===== src/rtl/mem_arb_pkg.sv =====
// mem_arb_pkg: shared types and constants for the memory port arbiter.
//   arb_state_t            - arbiter FSM state encoding
//   MASK_WORD              - full-word byte mask used for instruction fetches
//   TIMEOUT_CYCLES_DEFAULT - default bus-wait limit when the timeout is built in
package mem_arb_pkg;

  typedef enum logic [1:0] {
    ST_IDLE   = 2'd0,
    ST_GNT_IF = 2'd1,
    ST_GNT_DM = 2'd2
  } arb_state_t;

  localparam logic [3:0]  MASK_WORD              = 4'b1111;
  localparam int unsigned TIMEOUT_CYCLES_DEFAULT = 16;

endpackage


===== src/rtl/arb_timeout_ctr.sv =====
// arb_timeout_ctr: bus-wait watchdog for the memory port arbiter.
// Only compiled when MEM_ARB_TIMEOUT_EN is defined.
// Ports:
//   clk, rst  - clock and synchronous active-high reset (count -> 0)
//   load      - reload with LOAD_VAL (grant edge)
//   run       - count down while a grant is outstanding
//   expired   - terminal count reached while running; the next edge is the
//               LOAD_VAL+1'th edge spent waiting
`ifdef MEM_ARB_TIMEOUT_EN
module arb_timeout_ctr #(
  parameter logic [7:0] LOAD_VAL = 8'd15
) (
  input  logic clk,
  input  logic rst,
  input  logic load,
  input  logic run,
  output logic expired
);

  logic [7:0] cnt_q;

  always_ff @(posedge clk) begin
    if (rst) begin
      cnt_q <= 8'd0;
    end else if (load) begin
      cnt_q <= LOAD_VAL;
    end else if (run && (cnt_q != 8'd0)) begin
      cnt_q <= cnt_q - 8'd1;
    end
  end

  assign expired = run && (cnt_q == 8'd0);

endmodule
`endif


===== src/rtl/mem_port_arbiter.sv =====
// mem_port_arbiter: shares one memory port between an instruction-fetch
// requester (if_*) and a data requester (dm_*).
// Optional feature macro: MEM_ARB_TIMEOUT_EN (bus-wait timeout with err pulse).
// Ports:
//   clk, rst            - clock, synchronous active-high reset
//   if_req/if_addr      - fetch request; if_ack/if_rdata response
//   dm_req/dm_we/dm_mask/dm_addr/dm_wdata - data request; dm_ack/dm_rdata response
//   bus_*               - registered shared-port request fields
//   bus_valid/bus_rdata - memory completion and read data
//   err                 - one-cycle pulse on timeout abort (0 without the macro)
//
// state     | meaning
// ST_IDLE   | no transaction; arbitrate pending requests
// ST_GNT_IF | fetch owns the port, waiting for bus_valid
// ST_GNT_DM | data port owns the port, waiting for bus_valid
module mem_port_arbiter
  import mem_arb_pkg::*;
#(
  parameter int unsigned TIMEOUT_CYCLES = TIMEOUT_CYCLES_DEFAULT
) (
  input  logic        clk,
  input  logic        rst,
  input  logic        if_req,
  input  logic [31:0] if_addr,
  output logic        if_ack,
  output logic [31:0] if_rdata,
  input  logic        dm_req,
  input  logic        dm_we,
  input  logic [3:0]  dm_mask,
  input  logic [31:0] dm_addr,
  input  logic [31:0] dm_wdata,
  output logic        dm_ack,
  output logic [31:0] dm_rdata,
  output logic        bus_request,
  output logic        bus_we_re,
  output logic [3:0]  bus_mask,
  output logic [31:0] bus_addr,
  output logic [31:0] bus_wdata,
  input  logic        bus_valid,
  input  logic [31:0] bus_rdata,
  output logic        err
);

  if (TIMEOUT_CYCLES < 2 || TIMEOUT_CYCLES > 255) begin : g_bad_timeout
    $error("mem_port_arbiter: TIMEOUT_CYCLES must be 2..255");
  end

  arb_state_t state_q, state_d;
  logic       last_dm_q;
  logic       in_gnt;
  logic       grant_edge;
  logic       timeout_hit;

  assign in_gnt     = (state_q != ST_IDLE);
  assign grant_edge = (state_q == ST_IDLE) && (state_d != ST_IDLE);

`ifdef MEM_ARB_TIMEOUT_EN
  logic tmo_expired;
  logic err_q;

  arb_timeout_ctr #(
    .LOAD_VAL (8'(TIMEOUT_CYCLES - 1))
  ) u_timeout (
    .clk     (clk),
    .rst     (rst),
    .load    (grant_edge),
    .run     (in_gnt),
    .expired (tmo_expired)
  );

  // A completion in the expiring cycle wins over the abort.
  assign timeout_hit = tmo_expired && !bus_valid;

  always_ff @(posedge clk) begin
    if (rst) err_q <= 1'b0;
    else     err_q <= timeout_hit;
  end

  assign err = err_q;
`else
  assign timeout_hit = 1'b0;
  assign err         = 1'b0;
`endif

  always_ff @(posedge clk) begin
    if (rst) begin
      state_q   <= ST_IDLE;
      last_dm_q <= 1'b0;
    end else begin
      state_q <= state_d;
      // Tie-break history only tracks grants that actually completed.
      if (in_gnt && bus_valid) last_dm_q <= (state_q == ST_GNT_DM);
    end
  end

  always_comb begin
    state_d = state_q;
    unique case (state_q)
      ST_IDLE: begin
        if (dm_req && !(if_req && last_dm_q)) state_d = ST_GNT_DM;
        else if (if_req)                      state_d = ST_GNT_IF;
      end
      ST_GNT_IF, ST_GNT_DM: begin
        if (bus_valid || timeout_hit) state_d = ST_IDLE;
      end
      default: state_d = ST_IDLE;
    endcase
  end

  // Request fields are captured once at grant and left untouched until the
  // next grant, so the port sees stable values for the whole transaction.
  always_ff @(posedge clk) begin
    if (rst) begin
      bus_request <= 1'b0;
      bus_we_re   <= 1'b0;
      bus_mask    <= 4'b0000;
      bus_addr    <= 32'd0;
      bus_wdata   <= 32'd0;
    end else if (grant_edge && (state_d == ST_GNT_DM)) begin
      bus_request <= 1'b1;
      bus_we_re   <= dm_we;
      bus_mask    <= dm_mask;
      bus_addr    <= dm_addr;
      bus_wdata   <= dm_wdata;
    end else if (grant_edge) begin
      bus_request <= 1'b1;
      bus_we_re   <= 1'b0;
      bus_mask    <= MASK_WORD;
      bus_addr    <= if_addr;
      bus_wdata   <= 32'd0;
    end else if (in_gnt && (state_d == ST_IDLE)) begin
      bus_request <= 1'b0;
    end
  end

  // Acks are masked by rst so a reset edge swallows a coincident completion.
  assign if_ack   = !rst && bus_valid && (state_q == ST_GNT_IF);
  assign dm_ack   = !rst && bus_valid && (state_q == ST_GNT_DM);
  assign if_rdata = if_ack ? bus_rdata : 32'd0;
  assign dm_rdata = (dm_ack && !bus_we_re) ? bus_rdata : 32'd0;

endmodule

===== config.mk =====
export PLATFORM = sky130hd
export DESIGN_NAME = mem_port_arbiter
export DESIGN_NICKNAME = d
export VERILOG_FILES = /design/src/rtl/mem_arb_pkg.sv /design/src/rtl/arb_timeout_ctr.sv /design/src/rtl/mem_port_arbiter.sv
export SDC_FILE = /design/constraint.sdc
export NUM_CORES = 1
export LEC_CHECK = 0
export ABC_AREA = 1
export ABC_CLOCK_PERIOD_IN_PS = 4100
export BUFFER_PORTS_ARGS = -buffer_cell sky130_fd_sc_hd__buf_2
export CAP_MARGIN = 5
export CORE_AREA = 2 2 108 110
export DETAILED_ROUTE_END_ITERATION = 6
export DIE_AREA = 0 0 110 112
export GPL_TIMING_DRIVEN = 0
export PLACE_DENSITY = 0.69
export SETUP_SLACK_MARGIN = 0.15
export SYNTH_ARGS = -nofsm -noshare
export SYNTH_HDL_FRONTEND = slang
export SYNTH_SLANG_ARGS = --single-unit

===== constraint.sdc =====
create_clock -name clk -period 4.1 [get_ports clk]
set_input_delay 0.205 -clock clk [delete_from_list [all_inputs] [get_ports clk]]
set_output_delay 0.205 -clock clk [all_outputs]
set_load 0.01 [all_outputs]

Yosys cells after proc, flatten, opt, wreduce, memory -nomap -nowiden:

Cells that the tools add are included.
Widths: inputs -> output; s select.

* register bits: 73
* input bits: 138
* output and inout port bits: 137
* word-level logic and storage cells: 47

* equal/unequal tests: 3
* multiplexer cells: 17
* reductions and logical operators: 20

Operators by type and width (number)
* $mux 32: 6
* $logic_and 1x1->1: 10
* $mux 4: 2
* $mux 2: 3
* $reduce_bool 2->1: 3
* $mux 1: 5
* $eq 2x2->1 const B: 2
* $logic_not 2->1: 2
* $pmux 2 s2: 1
* $logic_not 1->1: 3
* $reduce_bool 3->1: 1
* $eq 2x1->1 const B: 1
* $reduce_or 2->1: 1

Logic depth before layout (Yosys ltp):

* word-level depth: 10
* mapped depth: 15
* mapped depth without buffers: 13

Worst setup path after synthesis:

OpenSTA, ideal clock, no wires.

* kind: register to register
* from: reg state_q[0]
* to: reg bus_addr[0]
* library setup time: 0.071 ns
* data arrival time: 2.313 ns
* data required time: 4.029 ns
* slack: 1.717 ns
* stages on the path, launching flop included: 14
* buffers on the path: 3
* clock period less this slack: 2.383 ns
* path through: dfxtp_1 > inv_2 > ha_1 > nand3_1 > nand2_2 > nand2_4 > buf_2 > nand2_1 > ha_1 > buf_2 > inv_2 > clkbuf_1 > nand2_1 > a21oi_1

* cells in the longest elaborated chain, start to end: 7
* elaborated cells on any way between the ends: 14
* those cells by class: 3 x eq/ne; 5 x mux; 6 x reduce/logical

Ends and longest elaborated chain
* from (decl): RTL line mem_port_arbiter.sv:48 `arb_state_t state_q, state_d;`
* from (signal assigned): RTL line mem_port_arbiter.sv:90 `state_q <= state_d;`
* $eq 2x1->1 (tied with other cells): RTL line mem_port_arbiter.sv:98 `unique case (state_q)`
* $reduce_or 2->1 / $mux 2 (equally long branches): RTL line mem_port_arbiter.sv:98, mem_port_arbiter.sv:100
* $pmux 2 s2: RTL line mem_port_arbiter.sv:98
* $reduce_bool 2->1: RTL line mem_port_arbiter.sv:55 `assign grant_edge = (state_q == ST_IDLE) && (state_d != ST_IDLE);`
* $logic_and 1x1->1: RTL line mem_port_arbiter.sv:55
* $logic_and 1x1->1: RTL line mem_port_arbiter.sv:119 `end else if (grant_edge && (state_d == ST_GNT_DM)) begin`
* $mux 32 / $reduce_bool 2->1 (equally long branches)
* to (signal assigned): RTL line mem_port_arbiter.sv:123 `bus_addr <= dm_addr;`
* to (signal assigned): RTL line mem_port_arbiter.sv:129 `bus_addr <= if_addr;`
* to (decl): RTL line mem_port_arbiter.sv:37 `output logic [31:0] bus_addr,`

Several ways; a longest one is shown, not always the timed one.
A chain may end at the register's enable or synchronous reset.

Worst setup path after layout:

* from: reg state_q[0]
* to: reg bus_addr[20]

The elaborated chain is that of the path after synthesis.

==> flow_metrics.py <==
metrics = {
    "logic_synthesis": {
        "synth.avg_cell_area_um2": 6.74,
        "synth.net_count": 706,
        "synthTopCellsByCount": "75 x nand2_1, 74 x nor2_1, 73 x dfxtp_1, 70 x a21oi_1, 70 x inv_1",
        "ys_ff_latch": 73,
        "ys_top_cells_by_area": "dfxtp_1 39%, a21oi_1 9.3%, nand3_1 8.7%",
        "yosysUniqueCellTypes": 25,
        "synth_top_area_share_pct": 38.6,
        "ys_async_sr_fraction_pct": 0,
        "synth_top_area_cell": "dfxtp_1",
        "ys_warn_count": 0,
        "netlist_instances": 562,
        "yosysMostFrequentCell": "nand2_1",
        "synth-edff-count": 0,
        "ys_seq_area_share_pct": 38.6,
        "synth-main-ff-cell": "dfxtp_1",
        "synth_area_um2": 3790,
    },
    "grt": {
        "use_met3_pct": 4.04,
        "met2_usage_pct": 31.2,
        "track_usage_pct": 19.8,
        "grt_max_degree": 13,
        "grt_pass1_vias": 4001,
        "grt_pass1_wl_um": 19500,
        "overflow": 0,
        "antenna_found_initial": 1,
        "grt.busiest_layer": "met2",
        "grtUsageMet1_pct": 26.8,
    },
    "detailed_routing": {
        "drt_iter0_drc": 277,
        "routed_wl_um": 12800,
        "dr.pass1.iters": 4,
        "vias": 4539,
        "detail_route.wl_per_cell_um": 12.9,
        "drc": 0,
        "drt.antenna.violating_nets": 0,
        "avgViaCountPerCell": 4.57,
    },
    "clock_tree": {
        "root_buffer": "clkbuf_16",
        "cts_tree": "done",
        "cts_setup_buffers": 0,
        "cts-buffers-inserted": 9,
        "htree_levels": 3,
        "cts_sinks": 73,
        "cts.clk_slew.worst_paths_ns": 0.06,
        "cts_buffer_depth": 2,
        "ctsResizeCount": 0,
        "worstSkewPairLatency_ns": 0.32,
        "holdBufCountCts": 0,
    },
    "pwr": {
        "pwr-share-clk_pct": 33.6,
        "swShare_pct": 33.6,
        "intPower_mw": 1.65,
        "p_seq_share_pct": 35.5,
        "switchingPower_mw": 0.834,
        "ir_drop_uv": 218,
        "powerDensity_nw_per_um2": 440,
        "leakage_nw": 3.13,
        "p_comb_share_pct": 30.9,
        "power.total_mw": 2.48,
    },
    "worst_setup_path": {
        "cp_max_fo": 10,
        "critPathArrivalTime_ns": 3.21,
        "crit_path_start_kind": "flip-flop",
        "cp.required_ns": 4.35,
        "end_kind": "flip-flop",
        "worstSetupPathType": "flip-flop to flip-flop",
    },
    "timing": {
        "rsz0062_at_grt": "false",
        "clock-skew-final_ns": 0.00648,
        "min_period_ns": 2.96,
        "finalSetupTns_ns": 0,
        "relSlewSlack_pct": 63.7,
        "setup_viol": 0,
        "fin_crit_sh_pct": 72.2,
        "tightest_slew_ns": 0.544,
        "slew_violations": 0,
        "hold_viol_final": 0,
        "fmax_mhz": 338,
    },
    "finish": {
        "drive_above_1_share_pct": 37.6,
        "syn_to_final_growth_pct": 48.9,
        "multi_input_area_um2": 1840,
        "final_nets": 989,
        "nFillCells": 1178,
        "seq_area_um2": 1460,
    },
    "floorplanning": {
        "die-height_um": 112,
        "initial_core_util_pct": 33.9,
        "die-width_um": 110,
        "rows": 39,
        "die_area_um2": 12300,
        "io_pins": 275,
        "core_area_um2": 11200,
    },
    "placement": {
        "port_buffers": 272,
        "gp_congestion": 0.863,
        "place_hpwl_um": 9800,
    },
    "flow_run": {
        "drv_cap": 0,
    },
    "hold_path": {
        "hp-class": "input port to flip-flop",
    },
    "run_status": {
        "status": "finished clean",
    },
}
[worst max-delay path, cell delays in order, from the launching register on]
cell      delay, ns
dfxtp_1        0.42
inv_2          0.07
ha_1           0.32
nand3_1        0.14
nand2_2        0.09
nand2_4        0.13
buf_2          0.26
nand2_1        0.13
ha_1           0.27
buf_2          0.22
inv_2          0.18
clkbuf_1       0.39
nand2_1        0.10
a21oi_1        0.16
[routing by layer]
metal / routed length [um] / vias up / part of all wire (%)
li1: - / 2364 / -
met4: 252 / 0 / 2.0
met2: 5980 / 149 / 47
met5: 0 / - / 0
met3: 823 / 18 / 6.4
met1: 5720 / 2008 / 45
[area by class of cell]
type	instances	share of cell area (%)
clock buffer	10	4.06
antenna	1	0.0444
tap	143	3.17
timing repair buffer	272	24.1
buffer	44	3.59
sequential	73	25.9
multi-input combinational	371	32.7
inverter	74	4.93
clock inverter	5	1.44
[path summary, 6_finish.rpt]
| kind | slack (ns) | cells after the start | from | to |
|---|---|---|---|---|
| max | 1.14 | 13 | state_q[0]$_SDFF_PP0_ | bus_addr[20]$_SDFFE_PP0P_ |
| min | 0.12 | 3 | dm_we | bus_we_re$_SDFFE_PP0P_ |
| max reg2reg | 1.14 | 13 | state_q[0]$_SDFF_PP0_ | bus_addr[20]$_SDFFE_PP0P_ |
| min reg2reg | 0.46 | 2 | bus_addr[0]$_SDFFE_PP0P_ | bus_addr[0]$_SDFFE_PP0P_ |
[cells in the final DEF (no fill, tap or decap), types with 2 or more instances in the layout]
cell / count
nand3_1: 66
ha_1: 6
buf_4: 4
bufinv_16: 2
o21bai_1: 32
clkbuf_1: 19
dfxtp_1: 73
nor2_1: 74
inv_2: 4
o21ai_1: 2
clkbuf_16: 9
inv_1: 70
o21ai_0: 36
buf_1: 4
a21oi_1: 70
nand3_2: 2
nand2_1: 75
buf_2: 289
[per-stage QoR]
stage	setup slack, ns	std cells	hold slack, ns	area, um^2	util (%)
after floorplan	1.72	562	0.346	3790	-
final	1.14	993	0.120	5640	50.5
after detailed placement	1.19	977	0.453	5330	47.7
after CTS	1.13	992	0.111	5640	50.4
after global placement	1.16	977	0.450	5330	47.7
after global routing	0.836	993	0.123	5640	50.5
[kinds of logic (layout without fill, tap and decap cells)]
group | Yosys count | count (layout) | synth area share, %
flip-flops | 73 | 73 | 38.6
AO/OA/AOI/OAI | 141 | 141 | 20.9
buffers and inverters | 118 | 405 | 12.7
adder cells (fa/ha/maj) | 6 | 6 | 1.98
AND/OR/NAND/NOR | 223 | 223 | 25.8
other | 1 | 2 | 0.0990
[power by group through the flow]
stage,clock [mW],combinational (mW),sequential [mW]
6_report,0.833,0.766,0.881
5_1_grt,0.881,0.860,0.894
4_1_cts,0.846,0.770,0.881
3_5_place_dp,0,0.767,0.893
3_3_place_gp,0,0.764,0.893
2_1_floorplan,0,0.402,0.948
[sequential cells by signal, summed over array words and instances (netlist names)]
register	count
bus_addr	32
bus_wdata	32
bus_mask	4
state_q	2
bus_request	1
bus_we_re	1
last_dm_q	1
No activity file was read; power rests on OpenSTA's default activity.
